### config.mk
export PLATFORM = sky130hd
export DESIGN_NAME = multi_counter_lat_flat
export DESIGN_NICKNAME = d
export VERILOG_FILES = /design/src/rtl/multi_counter_lat_pkg.sv /design/src/rtl/multi_counter_lat_if.sv /design/src/rtl/multi_counter_lat_lane.sv /design/src/rtl/multi_counter_lat.sv /design/src/flat_wrapper.sv
export SDC_FILE = /design/constraint.sdc
export NUM_CORES = 1
export LEC_CHECK = 0
export CORE_ASPECT_RATIO = 2
export CORE_UTILIZATION = 55
export DETAILED_ROUTE_END_ITERATION = 8
export GPL_TIMING_DRIVEN = 0
export PLACE_DENSITY = 0.88
export SLEW_MARGIN = 40
export SYNTH_ARGS = -nofsm -noshare
export SYNTH_HDL_FRONTEND = slang
export SYNTH_HIERARCHICAL = 1
export SYNTH_SLANG_ARGS = --single-unit
export TNS_END_PERCENT = 20
### constraint.sdc
create_clock -name clk -period 5.1 [get_ports clk]
set_input_delay 1.02 -clock clk [delete_from_list [all_inputs] [get_ports clk]]
set_output_delay 1.02 -clock clk [all_outputs]
set_load 0.01 [all_outputs]
### src/rtl/multi_counter_lat_pkg.sv
// Shared types for the multi-channel counter: overflow policy, per-channel
// operation encoding and the priority resolver that picks one op per cycle.
package counter_pkg;

  localparam int MAX_LATENCY = 8;

  typedef enum logic {
    CNT_WRAP = 1'b0,
    CNT_SAT  = 1'b1
  } cnt_mode_e;

  typedef enum logic [2:0] {
    OP_HOLD = 3'd0,
    OP_CLR  = 3'd1,
    OP_SET  = 3'd2,
    OP_INC  = 3'd3,
    OP_DEC  = 3'd4
  } cnt_op_e;

  // inc and dec together cancel out, so they resolve to a hold
  function automatic cnt_op_e resolve_op(input logic clr, input logic setv,
                                         input logic inc, input logic dec);
    cnt_op_e op;
    op = OP_HOLD;
    if (clr)              op = OP_CLR;
    else if (setv)        op = OP_SET;
    else if (inc && !dec) op = OP_INC;
    else if (dec && !inc) op = OP_DEC;
    return op;
  endfunction

endpackage

### src/rtl/multi_counter_lat_if.sv
// Flattened per-channel operation and result buses of the multi-channel counter.
interface multi_counter_lat_if #(
  parameter int NUM_CH = 3,
  parameter int WIDTH  = 13,
  parameter int STEP_W = 4
);
  logic [NUM_CH-1:0]        inc;
  logic [NUM_CH-1:0]        dec;
  logic [NUM_CH*STEP_W-1:0] step;
  logic [NUM_CH-1:0]        set_val_vld;
  logic [NUM_CH*WIDTH-1:0]  set_val;
  logic [NUM_CH-1:0]        clear;
  logic [NUM_CH*WIDTH-1:0]  dout;
  logic [NUM_CH-1:0]        ovf;
  logic [NUM_CH-1:0]        unf;

  modport master (
    output inc, dec, step, set_val_vld, set_val, clear,
    input  dout, ovf, unf
  );

  modport slave (
    input  inc, dec, step, set_val_vld, set_val, clear,
    output dout, ovf, unf
  );
endinterface

### src/rtl/multi_counter_lat_lane.sv
// One counter channel: op decode, add/sub with wrap or clamp, counter register
// and a delay line carrying {value, ovf, unf} to the outputs.
module counter_lane
  import counter_pkg::*;
#(
  parameter int        WIDTH   = 13,
  parameter int        STEP_W  = 4,
  parameter int        LATENCY = 1,
  parameter cnt_mode_e MODE    = CNT_WRAP
) (
  input  logic              clk,
  input  logic              rst,
  input  logic              i_inc,
  input  logic              i_dec,
  input  logic [STEP_W-1:0] i_step,
  input  logic              i_set_vld,
  input  logic [WIDTH-1:0]  i_set_val,
  input  logic              i_clear,
  output logic [WIDTH-1:0]  o_dout,
  output logic              o_ovf,
  output logic              o_unf
);

  localparam int              PW      = WIDTH + 2;
  localparam logic [WIDTH-1:0] CNT_MAX = '1;

  if (LATENCY < 1 || LATENCY > MAX_LATENCY) begin : g_bad_latency
    $error("counter_lane: LATENCY out of range");
  end

  logic [WIDTH-1:0] r_cnt;
  logic             r_ovf;
  logic             r_unf;

  cnt_op_e          w_op;
  logic [WIDTH:0]   w_step_ext;
  logic [WIDTH:0]   w_sum;
  logic [WIDTH:0]   w_diff;
  logic [WIDTH-1:0] w_nxt;
  logic             w_ovf;
  logic             w_unf;

  assign w_op       = resolve_op(i_clear, i_set_vld, i_inc, i_dec);
  assign w_step_ext = {{(WIDTH + 1 - STEP_W){1'b0}}, i_step};
  // The extra MSB is the carry for inc and the borrow for dec
  assign w_sum      = {1'b0, r_cnt} + w_step_ext;
  assign w_diff     = {1'b0, r_cnt} - w_step_ext;

  always_comb begin
    w_nxt = r_cnt;
    w_ovf = 1'b0;
    w_unf = 1'b0;
    case (w_op)
      OP_CLR: w_nxt = '0;
      OP_SET: w_nxt = i_set_val;
      OP_INC: begin
        w_nxt = w_sum[WIDTH-1:0];
        if (w_sum[WIDTH]) begin
          w_ovf = 1'b1;
          if (MODE == CNT_SAT) w_nxt = CNT_MAX;
        end
      end
      OP_DEC: begin
        w_nxt = w_diff[WIDTH-1:0];
        if (w_diff[WIDTH]) begin
          w_unf = 1'b1;
          if (MODE == CNT_SAT) w_nxt = '0;
        end
      end
      default: w_nxt = r_cnt;
    endcase
  end

  always_ff @(posedge clk) begin
    if (rst) begin
      r_cnt <= '0;
      r_ovf <= 1'b0;
      r_unf <= 1'b0;
    end else begin
      r_cnt <= w_nxt;
      r_ovf <= w_ovf;
      r_unf <= w_unf;
    end
  end

  if (LATENCY == 1) begin : g_direct
    assign o_dout = r_cnt;
    assign o_ovf  = r_ovf;
    assign o_unf  = r_unf;
  end else begin : g_pipe
    logic [PW-1:0] r_pipe [LATENCY-1];

    always_ff @(posedge clk) begin
      if (rst) begin
        for (int i = 0; i < LATENCY - 1; i++) r_pipe[i] <= '0;
      end else begin
        r_pipe[0] <= {r_cnt, r_ovf, r_unf};
        for (int i = 1; i < LATENCY - 1; i++) r_pipe[i] <= r_pipe[i-1];
      end
    end

    assign {o_dout, o_ovf, o_unf} = r_pipe[LATENCY-2];
  end

endmodule

### src/rtl/multi_counter_lat.sv
// Multi-channel counter with configurable output latency; each channel is an
// independent counter_lane sliced out of the flattened interface buses.
module multi_counter_lat
  import counter_pkg::*;
#(
  parameter int        NUM_CH  = 3,
  parameter int        WIDTH   = 13,
  parameter int        STEP_W  = 4,
  parameter int        LATENCY = 1,
  parameter cnt_mode_e MODE    = CNT_WRAP
) (
  input  logic               clk,
  input  logic               rst,
  multi_counter_lat_if.slave bus
);

  logic [NUM_CH*WIDTH-1:0] w_dout;
  logic [NUM_CH-1:0]       w_ovf;
  logic [NUM_CH-1:0]       w_unf;

  for (genvar g = 0; g < NUM_CH; g++) begin : g_lane
    counter_lane #(
      .WIDTH  (WIDTH),
      .STEP_W (STEP_W),
      .LATENCY(LATENCY),
      .MODE   (MODE)
    ) u_lane (
      .clk      (clk),
      .rst      (rst),
      .i_inc    (bus.inc[g]),
      .i_dec    (bus.dec[g]),
      .i_step   (bus.step[g*STEP_W +: STEP_W]),
      .i_set_vld(bus.set_val_vld[g]),
      .i_set_val(bus.set_val[g*WIDTH +: WIDTH]),
      .i_clear  (bus.clear[g]),
      .o_dout   (w_dout[g*WIDTH +: WIDTH]),
      .o_ovf    (w_ovf[g]),
      .o_unf    (w_unf[g])
    );
  end

  assign bus.dout = w_dout;
  assign bus.ovf  = w_ovf;
  assign bus.unf  = w_unf;

endmodule

### src/flat_wrapper.sv
// flat-port wrapper written by rule: the top's interface ports become plain ports
module multi_counter_lat_flat import counter_pkg::*;
#(
  parameter int        NUM_CH  = 3,
  parameter int        WIDTH   = 13,
  parameter int        STEP_W  = 4,
  parameter int        LATENCY = 1,
  parameter cnt_mode_e MODE    = CNT_WRAP
)
  (clk, rst, bus_inc, bus_dec, bus_step, bus_set_val_vld, bus_set_val, bus_clear, bus_dout, bus_ovf, bus_unf);
  multi_counter_lat_if #(.NUM_CH(NUM_CH), .WIDTH(WIDTH), .STEP_W(STEP_W)) bus_i ();
  input  logic clk;
  input  logic rst;
  input wire logic [$bits(bus_i.inc)-1:0] bus_inc;
  input wire logic [$bits(bus_i.dec)-1:0] bus_dec;
  input wire logic [$bits(bus_i.step)-1:0] bus_step;
  input wire logic [$bits(bus_i.set_val_vld)-1:0] bus_set_val_vld;
  input wire logic [$bits(bus_i.set_val)-1:0] bus_set_val;
  input wire logic [$bits(bus_i.clear)-1:0] bus_clear;
  output wire logic [$bits(bus_i.dout)-1:0] bus_dout;
  output wire logic [$bits(bus_i.ovf)-1:0] bus_ovf;
  output wire logic [$bits(bus_i.unf)-1:0] bus_unf;
  assign bus_i.inc = bus_inc;
  assign bus_i.dec = bus_dec;
  assign bus_i.step = bus_step;
  assign bus_i.set_val_vld = bus_set_val_vld;
  assign bus_i.set_val = bus_set_val;
  assign bus_i.clear = bus_clear;
  assign bus_dout = bus_i.dout;
  assign bus_ovf = bus_i.ovf;
  assign bus_unf = bus_i.unf;
  multi_counter_lat #(.NUM_CH(NUM_CH), .WIDTH(WIDTH), .STEP_W(STEP_W), .LATENCY(LATENCY), .MODE(MODE)) u_core (.clk(clk), .rst(rst), .bus(bus_i));
endmodule
# [After elaboration in Yosys (flattened, before gate mapping)]
# Cells that the tools add are included.
[word_totals] inputBits=65 register_bits=45 word_cells=75 output_inout_bits=45
[classes] reduce_logical=21 addsub=6 bitwise_logic=6 eq_ne=12 muxes=21
[ops] operator="$pmux W13 S4" count=3
[ops] operator="$add A13 B4 Y14" count=3
[ops] operator="$sub A13 B4 Y14" count=3
[ops] operator="$mux W3" count=12
[ops] operator="$eq A3 B2 Y1 const B" count=6
[ops] operator="$reduce_bool A4 Y1" count=3
[ops] operator="$reduce_or A2 Y1" count=6
[ops] operator="$eq A3 B1 Y1 const B" count=3
[ops] operator="$eq A3 B3 Y1 const B" count=3
[ops] operator="$logic_and A1 B1 Y1" count=6
[ops] operator="$logic_not A1 Y1" count=6
[ops] operator="$mux W1" count=6
[ops] operator="$not A1 Y1" count=6

# [Depth between registers and ports, before layout]
[depth] depth_word=9 ltp_mapped=9 ltp_nobuf=9

# [Cells and area by module]
# The synthesis kept the hierarchy.
[modules_own_cells] module="counter_lane at u_core.g_lane[0].u_lane ..." n_inst=2 cells_each=200 seq_area_each_um2=300.3 area_per_inst_um2=1600.3
[modules_own_cells] module="counter_lane at u_core.g_lane[2].u_lane" n_inst=1 cells_each=191 seq_area_each_um2=300.3 area_per_inst_um2=1477.7

# [Worst setup path before layout]
# No wires, ideal clock.
[synth_path] kind="input -> register" startpoint="in bus_step[2]" endpoint="reg u_core.g_lane[0].u_lane.r_cnt[7]" arrival_ns=2.635 path_buffers=1 path_stages=8 setup_slack_ns=2.391 required_ns=5.026 setup_ns=0.074 cell_sequence="inv_1 > ha_1 > bufbuf_16 > o21a_1 > o31a_1 > or4_1 > a21o_1 > a31oi_1"
[synth_between] elab_chain_len=2 word_cells_on_any_way=3 cone_classes="2 x add/sub; 1 x mux"
[synth_rtl] item="start: declaration" line_no="flat_wrapper.sv:16" rtl="input wire logic [$bits(bus_i.step)-1:0] bus_step;"
[synth_rtl] item="$sub A13 B4 Y14 / $add A13 B4 Y14 (equally long branches)" line_no="multi_counter_lat_lane.sv:47, multi_counter_lat_lane.sv:46"
[synth_rtl] item="$pmux W13 S4 *" line_no="multi_counter_lat_lane.sv:53" rtl="case (w_op)"
[synth_rtl] item="end signal: assignment" line_no="multi_counter_lat_lane.sv:80" rtl="r_cnt <= w_nxt;"
[synth_rtl] item="end: declaration" line_no="multi_counter_lat_lane.sv:31" rtl="logic [WIDTH-1:0] r_cnt;"
# Mark *: on every way between the ends. The rest lies on a longest branch, timed or not.
# A chain may end at the register's enable or synchronous reset.

# [Worst setup path in the final report]
[layout_path] startpoint="in bus_clear[1]" endpoint="reg u_core.g_lane[1].u_lane.r_cnt[2]"
[layout_between] elab_chain_len=3 word_cells_on_any_way=7 cone_classes="4 x eq/ne; 2 x mux; 1 x reduce/logical"
[layout_rtl] item="start: declaration" line_no="flat_wrapper.sv:19" rtl="input wire logic [$bits(bus_i.clear)-1:0] bus_clear;"
[layout_rtl] item="$mux W3 *" line_no="multi_counter_lat_pkg.sv:25" rtl="if (clr) op = OP_CLR;"
[layout_rtl] item="$eq A3 B3 Y1 (tied with other cells)" line_no="multi_counter_lat_lane.sv:53"
[layout_rtl] item="$pmux W13 S4 / $reduce_bool A4 Y1 (equally long branches)"
[layout_rtl] item="end signal: assignment" line_no="multi_counter_lat_lane.sv:80"
[layout_rtl] item="end: declaration" line_no="multi_counter_lat_lane.sv:31"
# Marks and branches as above.

==> metrics.txt <==
share of cells above drive strength 1 8.22%; GRT Residual Overflow 0; Worst setup startpoint bus_clear[1]; Crit Path Max Fanout 10; crit-path cells clkdlybuf4s50_1 > clkbuf_1 > nor4b_1 > clkbuf_1 > nand2_1 > o21ai_0 > o21ai_0 > a21oi_1; Fillers 669; final std cells w/o fill 804; core area 0.00823 sq mm; max incr delay on CP 0.71 ns; Peak VDD IR 0.194 mV; synth top area cells dfxtp_1, a21oi_1, ha_1; status complete, no violations; WP data required 5.32 ns; fin area 0.00602 sq mm; slowest CP cell nor4b_1; Post-synth EDFFs 0; Final setup viols 0; Overall Power 1.26 mW; RSZ-0062 raised after global routing false; RR Startpoint u_core/g_lane[2].u_lane/o_dout[0]; vias in the first global route 5,165; Starting Density 56.8%; FFs w/ async S/R, synth 0%; Reg clk slew, reported paths 0.07 ns; remaining antenna violation count 0; P_leak 2.19 nW; DIE AREA 0.00890 sq mm; clk_skew 0.00588 ns; Synth Flop Type dfxtp_1; Synth area leader dfxtp_1; clock group share of total power 27.9%; max-cap violation count 0; P&R area growth vs syn 28.8%; clk_lat worst skew 0.29 ns; initial drt markers 448; Worst Tran Pin Value 0.820 ns; CTS tree built; total number of vias 5,265; TritonCTS buffer count 5; DRC viols 0; Final WS setup 1.90 ns; Final nets 800; Final Cycle Share 62.7%; Rows 47; H-tree levels 2; number of port buffers 107; largest net degree at the start of global routing 15; Pwr Density 209 mW/mm^2; synthesized area per cell 7.92 sq um; critical path type in2reg; Ant. Diodes 0; register area share after synthesis 19.3%; initial antenna violation count 0; Post-CTS Setup Bufs 0; Final Slew Violations 0; switching power 0.433 mW; die width 67.2 microns; global-route wire length before repair 24.1 mm; Worst setup EP type register; Power Internal 0.823 mW; Syn Nets 686; hold path startpoint u_core/g_lane[2].u_lane/o_dout[10]; CP Launch Type primary input; # resized after CTS 0; Min-Delay Path Class reg2reg; Post-DP Area 0.00587 sq mm; maximum clock insertion buffer count 2; Die Height 132 microns; TNS Setup 0 ns; flops & latches, synth 45; clk sinks 45; io pins 110; Synth top area share 19.3%; Cells after Synth 591; Final min period 3.20 ns; Routed WL 15.3 mm; switch share 34.5%; commonest non-fill, non-tap cell in the layout clkdlybuf4s50_1; arrival time worst endpoint 3.42 ns; Wirelength per Cell 19.1 microns; Clk Tree Root Cell clkbuf_16; most frequent cells in the layout clkdlybuf4s50_1, a21oi_1, nand2_1, dfxtp_1, o21ai_0; hold slack 0.551 ns; Via density 6.55; worst slack at placement 1.67 ns; routability cong. 0.974; Warnings, synthesis 6; post-synthesis cell area 0.00468 sq mm; final hold violation count 0; Pre-Repair DR Iteration Count 5; Max Clk Rate 313 MHz; Comb pwr share 39.8%; placed insts 796; DP HPWL 11.8 mm; CTS Hold Bufs 0; Netlist cell types 71; sequential share of power 32.3%; gr usage total 35.0%; max_slew headroom 44.9%; final core occ 73.2%
## flip-flops by register name (all words and copies together), names as in the netlist
name / cells
u_core/g_lane.u_lane/o_unf: 3
u_core/g_lane.u_lane/o_dout: 39
u_core/g_lane.u_lane/o_ovf: 3
## cells in the mapped netlist (6+ instances only)
master,instances
a211oi_1,8
a21oi_1,62
a221oi_1,6
a22oi_1,9
a31o_2,6
a31oi_1,9
and3_1,7
buf_2,7
clkbuf_1,24
dfxtp_1,45
fa_1,6
ha_1,24
inv_1,27
nand2_1,45
nand2b_1,7
nand3_1,6
nand3b_1,16
nand4_1,7
nor2_1,22
nor2b_1,18
nor3_1,26
nor3b_1,6
nor4_1,6
nor4b_1,8
o211ai_1,11
o21a_1,17
o21ai_0,28
o21ai_1,7
o31a_1,7
or2_2,6
xnor2_1,6
xor2_1,11
## worst max-delay path, delay by kind of cell
family / cells / cell delay [ns]
AND/OR/NAND/NOR: 2 / 0.82
AO/OA/AOI/OAI: 3 / 0.35
buffers and inverters: 3 / 1.24
## cells by family (layout without fill, tap and decap cells)
kind of cell / after synthesis / count (layout) / share of synthesized area, %
adder cells (fa/ha/maj): 30 / 30 / 8.99
XOR/XNOR: 17 / 17 / 3.18
flip-flops: 45 / 45 / 19.3
AO/OA/AOI/OAI: 220 / 220 / 33.1
AND/OR/NAND/NOR: 205 / 205 / 25.4
buffers and inverters: 74 / 189 / 10.1
## final timing paths
check / to / slack, ns / depth (start not counted)
max: u_core/g_lane[1].u_lane/o_dout[2] / 1.90 / 8
min: u_core/g_lane[2].u_lane/o_dout[10] / 0.55 / 2
max reg2reg: u_core/g_lane[2].u_lane/o_dout[6] / 2.77 / 9
min reg2reg: u_core/g_lane[2].u_lane/o_dout[10] / 0.55 / 2
## metal layers
metal / vias up / global-route usage, % / share of wire (%)
met5: - / 0 / 0
met4: 0 / 23.9 / 6.2
met3: 76 / 5.43 / 5.7
met2: 257 / 63.1 / 54
met1: 2477 / 34.3 / 35
li1: 2455 / - / -
## power by group through the flow
stage	Combinational, mW	Sequential [mW]	Clock, mW
after floorplan	0.312	0.416	0
final	0.500	0.406	0.350
after CTS	0.491	0.406	0.357
after detailed placement	0.488	0.413	0
after global placement	0.477	0.413	0
after global routing	0.533	0.410	0.370
## area by class of cell
cell class	instances	area, sq um	share of cell area (%)
Clock buffer	6	139	2.31
Clock inverter	2	13.8	0.228
Multi-Input combinational cell	472	3310	54.9
Timing Repair Buffer	107	1070	17.8
Tap cell	98	123	2.04
Buffer	46	367	6.09
Sequential cell	45	901	15.0
Inverter	28	105	1.74
Note: power is estimated with default switching activity, not from simulation.
